===== src/rtl/load_store_unit.sv =====
// RV32I load/store stage: decodes size and alignment, steers byte lanes onto a
// word-wide req/ack memory port, and extends load results.
module load_store_unit #(
  parameter int unsigned TIMEOUT_CYCLES = 16
) (
  input  logic        clk,
  input  logic        reset,
  input  logic        start,
  input  logic        is_store,
  input  logic [2:0]  funct3,
  input  logic [31:0] addr,
  input  logic [31:0] store_data,
  output logic        busy,
  output logic        done,
  output logic [31:0] load_data,
  output logic        fault,
  output logic [1:0]  fault_cause,
  output logic        mem_req,
  output logic        mem_we,
  output logic [31:0] mem_addr,
  output logic [3:0]  mem_wmask,
  output logic [31:0] mem_wdata,
  input  logic        mem_ack,
  input  logic [31:0] mem_rdata
);

  localparam logic [1:0] IDLE = 2'd0;
  localparam logic [1:0] REQ  = 2'd1;
  localparam logic [1:0] DONE = 2'd2;

  localparam logic [7:0] TIMEOUT_LAST = 8'(TIMEOUT_CYCLES - 32'd1);

  logic [1:0]  state_r;
  logic [7:0]  cnt_r;
  logic        is_store_r;
  logic [2:0]  funct3_r;
  logic [1:0]  addr_lo_r;

  logic        illegal_s;
  logic        misaligned_s;
  logic [3:0]  wmask_s;
  logic [31:0] wdata_s;
  logic [7:0]  byte_s;
  logic [15:0] half_s;
  logic [31:0] load_ext_s;

  // Request-side decode: legality, alignment and write-lane steering.
  always_comb begin
    illegal_s    = 1'b0;
    misaligned_s = 1'b0;
    wmask_s      = 4'b0000;
    wdata_s      = 32'h0000_0000;

    case (funct3)
      3'b000, 3'b001, 3'b010: illegal_s = 1'b0;
      3'b100, 3'b101:         illegal_s = is_store;
      default:                illegal_s = 1'b1;
    endcase

    case (funct3[1:0])
      2'b01:   misaligned_s = addr[0];
      2'b10:   misaligned_s = (addr[1:0] != 2'b00);
      default: misaligned_s = 1'b0;
    endcase

    if (is_store) begin
      case (funct3[1:0])
        2'b00: begin
          wmask_s = 4'b0001 << addr[1:0];
          wdata_s = {4{store_data[7:0]}};
        end
        2'b01: begin
          wmask_s = addr[1] ? 4'b1100 : 4'b0011;
          wdata_s = {2{store_data[15:0]}};
        end
        default: begin
          wmask_s = 4'b1111;
          wdata_s = store_data;
        end
      endcase
    end else begin
      wmask_s = 4'b0000;
      wdata_s = 32'h0000_0000;
    end
  end

  // Response-side lane extraction and sign/zero extension of the read word.
  always_comb begin
    byte_s     = mem_rdata[{addr_lo_r, 3'b000} +: 8];
    half_s     = mem_rdata[{addr_lo_r[1], 4'b0000} +: 16];
    load_ext_s = mem_rdata;
    case (funct3_r)
      3'b000:  load_ext_s = {{24{byte_s[7]}}, byte_s};
      3'b001:  load_ext_s = {{16{half_s[15]}}, half_s};
      3'b100:  load_ext_s = {24'h00_0000, byte_s};
      3'b101:  load_ext_s = {16'h0000, half_s};
      default: load_ext_s = mem_rdata;
    endcase
  end

  // Access sequencer: all outputs are registered here.
  always_ff @(posedge clk) begin
    if (reset) begin
      state_r     <= IDLE;
      cnt_r       <= 8'd0;
      is_store_r  <= 1'b0;
      funct3_r    <= 3'b000;
      addr_lo_r   <= 2'b00;
      busy        <= 1'b0;
      done        <= 1'b0;
      load_data   <= 32'h0000_0000;
      fault       <= 1'b0;
      fault_cause <= 2'b00;
      mem_req     <= 1'b0;
      mem_we      <= 1'b0;
      mem_addr    <= 32'h0000_0000;
      mem_wmask   <= 4'b0000;
      mem_wdata   <= 32'h0000_0000;
    end else begin
      case (state_r)
        IDLE: begin
          done        <= 1'b0;
          fault       <= 1'b0;
          fault_cause <= 2'b00;
          busy        <= 1'b0;
          if (start) begin
            is_store_r <= is_store;
            funct3_r   <= funct3;
            addr_lo_r  <= addr[1:0];
            busy       <= 1'b1;
            if (illegal_s || misaligned_s) begin
              // Faults complete immediately without touching memory.
              state_r     <= DONE;
              done        <= 1'b1;
              fault       <= 1'b1;
              fault_cause <= illegal_s ? 2'b10 : 2'b01;
              if (!is_store) begin
                load_data <= 32'h0000_0000;
              end
            end else begin
              state_r   <= REQ;
              cnt_r     <= 8'd0;
              mem_req   <= 1'b1;
              mem_we    <= is_store;
              mem_addr  <= {addr[31:2], 2'b00};
              mem_wmask <= wmask_s;
              mem_wdata <= wdata_s;
            end
          end
        end
        REQ: begin
          if (mem_ack) begin
            state_r   <= DONE;
            done      <= 1'b1;
            mem_req   <= 1'b0;
            mem_we    <= 1'b0;
            mem_wmask <= 4'b0000;
            if (!is_store_r) begin
              load_data <= load_ext_s;
            end
          end else if (cnt_r == TIMEOUT_LAST) begin
            state_r     <= DONE;
            done        <= 1'b1;
            fault       <= 1'b1;
            fault_cause <= 2'b11;
            mem_req     <= 1'b0;
            mem_we      <= 1'b0;
            mem_wmask   <= 4'b0000;
            if (!is_store_r) begin
              load_data <= 32'h0000_0000;
            end
          end else begin
            cnt_r <= cnt_r + 8'd1;
          end
        end
        DONE: begin
          state_r     <= IDLE;
          cnt_r       <= 8'd0;
          busy        <= 1'b0;
          done        <= 1'b0;
          fault       <= 1'b0;
          fault_cause <= 2'b00;
        end
        default: begin
          state_r     <= IDLE;
          cnt_r       <= 8'd0;
          busy        <= 1'b0;
          done        <= 1'b0;
          fault       <= 1'b0;
          fault_cause <= 2'b00;
          mem_req     <= 1'b0;
          mem_we      <= 1'b0;
          mem_wmask   <= 4'b0000;
        end
      endcase
    end
  end

endmodule


===== config.mk =====
export PLATFORM = sky130hd
export DESIGN_NAME = load_store_unit
export DESIGN_NICKNAME = d
export VERILOG_FILES = /design/src/rtl/load_store_unit.sv
export SDC_FILE = /design/constraint.sdc
export NUM_CORES = 1
export LEC_CHECK = 0
export BUFFER_PORTS_ARGS = -buffer_cell sky130_fd_sc_hd__buf_2
export CORE_MARGIN = 1
export CORE_UTILIZATION = 50
export CTS_BUF_LIST = sky130_fd_sc_hd__clkbuf_16
export DETAILED_ROUTE_END_ITERATION = 8
export PLACE_DENSITY = 0.81
export SLEW_MARGIN = 40
export SYNTH_ARGS = -nofsm -noshare
export SYNTH_HDL_FRONTEND = slang
export SYNTH_SLANG_ARGS = --single-unit

===== constraint.sdc =====
create_clock -name clk -period 2.9 [get_ports clk]
set_input_delay 0.29 -clock clk [delete_from_list [all_inputs] [get_ports clk]]
set_output_delay 0.29 -clock clk [all_outputs]
set_load 0.005 [all_outputs]

======== Yosys cells after proc, flatten, opt, wreduce, memory -nomap -nowiden ========
Cells that the tools add are included.
storage, ports and cells
  register bits ........................... 121
  word-level logic and storage cells ...... 112
  input bits .............................. 104
operators by class
  bitwise operators ....................... 2
  eq/ne operators ......................... 21
  $add $sub $neg .......................... 1
  reduce and logical (&&, ||, !) cells .... 16
  mux-type cells .......................... 54
  shift operators ......................... 3
operators with widths
  kind                                            number
  two-way mux 32 bit                              8
  case mux 32 bit (2 select lines)                2
  case mux 32 bit (4 select lines)                1
  two-way mux 8 bit                               4
  indexed part select 32 x 6 -> 16 bit            1
  indexed part select 32 x 6 -> 8 bit             1
  two-way mux 4 bit                               6
  two-way mux 2 bit                               9
  != test 2 bit (second input constant)           8
  case mux 8 bit (2 select lines)                 1
  == test 3 bit (second input constant)           4
  two-way mux 1 bit                               12
  case mux 4 bit (3 select lines)                 1
  case mux 1 bit (2 select lines)                 5
  adder 8 x 1 -> 8 bit (second input constant)    1
  == test 8 x 4 -> 1 bit (second input constant)  1
  case mux 2 bit (2 select lines)                 2
  case mux 4 bit (2 select lines)                 1
  AND reduction 4 bit                             2
  == test 3 x 1 -> 1 bit (second input constant)  2
  logical NOT 3 bit                               2
  case mux 1 bit (3 select lines)                 2
  AND reduction 2 bit                             3
  AND reduction 6 bit                             1
  other kinds (12)                                17

======== Logic depth before layout (Yosys ltp) ========
  word-level depth ........................ 7
  mapped depth ............................ 11
  mapped depth without buffers ............ 7

======== Worst setup path after synthesis ========
Ideal clock, no wire load.
  path type ............................... input to register
  from .................................... input funct3[0]
  to ...................................... register load_data[14]
  library setup time ...................... 0.123 ns
  path slack .............................. 0.816 ns
  data arrival time ....................... 1.961 ns
  stages .................................. 9
  path buffers ............................ 2
  path through ............................ inv_1 > ha_1 > buf_6 > or2_4 > o2bb2ai_2 > o21ai_4 > a21oi_4 > buf_6 > mux2_1
between the ends
  longest elaborated chain between the ends .. 6
  elaborated cells on any way between the ends .. 14
  those cells by class .................... 7 x eq/ne; 2 x mux; 5 x reduce/logical
RTL lines
  element                                                   RTL line  source
  from (decl)                                               10        input logic [2:0] funct3,
  == test 3 x 1 -> 1 bit, or another cell as far along      54        case (funct3)
  OR reduction 3 bit or OR reduction 2 bit (tied branches)  54
  case mux 1 bit (2 select lines)                           54
  logical OR 1 bit (*)                                      131       if (illegal_s || misaligned_s) begin
  != test 2 bit (no source line) (*)                        --
  AND reduction 6 bit (no source line) (*)                  --
  to (signal assigned)                                      159       load_data <= load_ext_s;
  to (decl)                                                 15        output logic [31:0] load_data,
Every way passes the cells marked *; elsewhere a longest branch is shown, timed or not.
A chain may end at the register's enable or synchronous reset.

======== Worst setup path in the final report ========
  from .................................... register cnt_r[0]
  to ...................................... register load_data[15]
between the ends
  longest elaborated chain between the ends .. 3
RTL lines
  element                               RTL line  source
  from (decl)                           34        logic [7:0] cnt_r;
  from (signal assigned)                173       cnt_r <= cnt_r + 8'd1;
  == test 8 x 4 -> 1 bit                161       end else if (cnt_r == TIMEOUT_LAST) begin
  != test 3 bit (no source line)        --
  AND reduction 6 bit (no source line)  --
Every way passes these cells.

==> results.md <==
* Die area at 0.0120 mm2
* Placed cell area at 0.00679 mm2
* Fin. Hold Viols at 0
* Overall Global Routing Usage at 26.5%
* Yosys top cell area share at 42.0%
* Crit path capture type: register
* Num CTS Buffers at 17
* Die Span X at 109 um
* Hold Slack at 117 ps
* Final net count at 976
* Final period util at 70.6%
* DRT iter0 DRCs at 553
* Area used by multi-input combinational logic at 0.00304 mm2
* RSZ-0062 raised after global routing: no
* Sequential share of the synthesized area at 42.0%
* Seq. cell area at 0.00242 mm2
* Status: completed
* Maximum VDD drop at 0.000434 V
* CP Data Arrival Time at 2390 ps
* Most frequent cells in the layout: buf_2, nand2_1, dfxtp_1
* P per Cell Area at 574 mW/mm2
* Post-synth cell types at 59
* Post-CTS resize count at 0
* Crit path required time at 3250 ps
* Synth-to-layout area growth at 26.3%
* CTS Root Cell: clkbuf_16
* Number of synthesized register bits at 121
* Post-DRT Antenna Nets at 0
* DRT Pass-1 Iters at 5
* Max Clock Skew at 9.76 ps
* Post-synth EDFFs at 0
* IO buf count at 208
* Cell taking the most area after synthesis: dfxtp_1
* Top_reg_cell synth: dfxtp_1
* Clk Latency, worst-skew pair at 420 ps
* Detailed placer's ending HPWL at 11,300 um
* WL/cell at 15.6 um
* Top cells by area, synth: dfxtp_1, nand2_1, a21oi_1
* Share of layout cells above drive strength 1 at 31.9%
* Minimum clock period at 2050 ps
* Layout Utilization at 66.1%
* Antenna violations before repair at 0
* Postcts setup bufs at 0
* IO Count at 211
* Mapped cell area at 0.00577 mm2
* CP Max Fanout at 9
* Maximum clock path buffer count at 2
* Largest net degree at the start of global routing at 65
* Rel. slew slack at 47.9%
* Layout fillers at 944
* YS warnings at 0
* Global-route wire length before repair at 24,500 um
* Cells after Synth at 683
* Commonest non-fill, non-tap cell in the layout: buf_2
* DR vias at 5,534
* Row cnt at 38
* Post-CTS Hold Fix Bufs at 0
* Worst-path clk slew at 50 ps
* Routability Congestion at 0.871
* Fin. max-slew vios at 0
* Critical Path Source Type: register
* Initial Util at 52.3%
* Worst-Margin Slew at 781 ps
* Vias in the first global route at 4,881
* H-Tree Level Count at 4
* Setup TNS at 0 ps
* Synthesized area per cell at 8.45 um2
* Critical path class: reg -> reg
* Max-cap viol count at 0
* Congestion Overflow GR at 0
* Total Wirelength at 15,900 um
* Fmax at 489 MHz
* Via density at 5.43
* Leakage dissipation at 0.00317 uW
* Worst Hold Class: in -> reg
* Post-route DRC violation count at 0
* Final instance area at 0.00729 mm2
* Core Area at 0.0110 mm2
* Clk sinks at 121
* Async SR Flop Fraction at 0%
* Die height at 109 um
* CTS tree: built
* Setup violations, final at 0
==> worst paths after layout <==
| path | startpoint | endpoint | slack (ps) | cells after the start |
|---|---|---|---|---|
| worst max-delay path | cnt_r[0]$_SDFFE_PP0P_ | load_data[15]$_SDFFE_PP0P_ | 850 | 7 |
| worst min-delay path | addr[28] | mem_addr[28]$_SDFFE_PP0P_ | 120 | 3 |
| worst max register to register | cnt_r[0]$_SDFFE_PP0P_ | load_data[15]$_SDFFE_PP0P_ | 850 | 7 |
| worst min register to register | mem_wdata[26]$_SDFFE_PP0P_ | mem_wdata[26]$_SDFFE_PP0P_ | 450 | 2 |
==> per-stage QoR <==
step	total power, uW	setup slack [ps]	cells
after floorplan	2180	816	684
after global placement	2390	596	989
after detailed placement	2400	482	989
after CTS	4210	858	1018
after global routing	4370	663	1018
final	4190	854	1019
==> per-layer routing <==
layer | up-vias | global-route usage, % | wire, um
li1 | 2766 | - | -
met1 | 2506 | 33.9 | 6910
met3 | 25 | 8.30 | 1340
met5 | - | 0 | 0
met2 | 237 | 42.1 | 7360
met4 | 0 | 9.33 | 274
==> cells in the mapped netlist, types with 2 or more instances <==
cell / count
inv_1: 4
o221ai_1: 7
a31oi_1: 15
a22o_1: 4
nor3_1: 8
nand4_1: 3
a21oi_1: 80
o21a_1: 3
o211ai_1: 16
nor2_1: 19
a22oi_2: 10
buf_2: 11
ha_1: 4
mux2i_1: 20
buf_4: 7
nand2_1: 144
a21o_1: 2
buf_6: 7
a21boi_0: 9
a22oi_1: 15
nand2b_1: 34
mux2_2: 16
or3_1: 4
nor2b_1: 21
and3_1: 4
o21ai_0: 9
nand3_1: 27
dfxtp_1: 121
clkbuf_1: 29
==> cell families after synthesis <==
| kind of cell | count (synthesis) | share of synthesized area (%) |
|---|---|---|
| simple gates | 274 | 22.5 |
| fa+ha+maj | 4 | 0.867 |
| compound gates | 186 | 22.3 |
| flops | 121 | 42.0 |
| other cells | 1 | 0.0650 |
| mux | 37 | 6.79 |
| xor+xnor | 1 | 0.152 |
| buf+inv | 59 | 5.44 |
==> critical path, cell delays in order, from the launching register on <==
cell	delay, ps
dfxtp_1	370
ha_1	200
and3_1	300
a21o_2	200
nand2_2	130
a21oi_4	300
buf_4	270
mux2i_1	200
==> area by class of cell <==
type                    count  area share [%]
clock inverters            12           0.996
well taps                 140            2.40
clock buffers              17            5.84
flip-flops and latches    121            33.2
repair buffers            220            15.6
inverters                   4           0.206
multi-input cells         504            41.7
diodes                      1          0.0343
==> power by group <==
| part | internal (uW) | total, uW | leakage, uW | switching (uW) |
|---|---|---|---|---|
| combinational | 249 | 582 | 0.00193 | 333 |
| clock | 1120 | 1810 | 0.000258 | 689 |
| sequential | 1740 | 1790 | 0.000982 | 51.6 |
==> registers in the layout (all words and copies together), names as in the netlist <==
register and count:
cnt_r 8, fault 1, funct3_r 3, mem_addr 30, load_data 32, addr_lo_r 2
fault_cause 2, busy 1, mem_req 1, state_r 2, mem_wmask 4, mem_wdata 32
done 1, is_store_r 1, mem_we 1
Power figures use the tool's default switching activity.
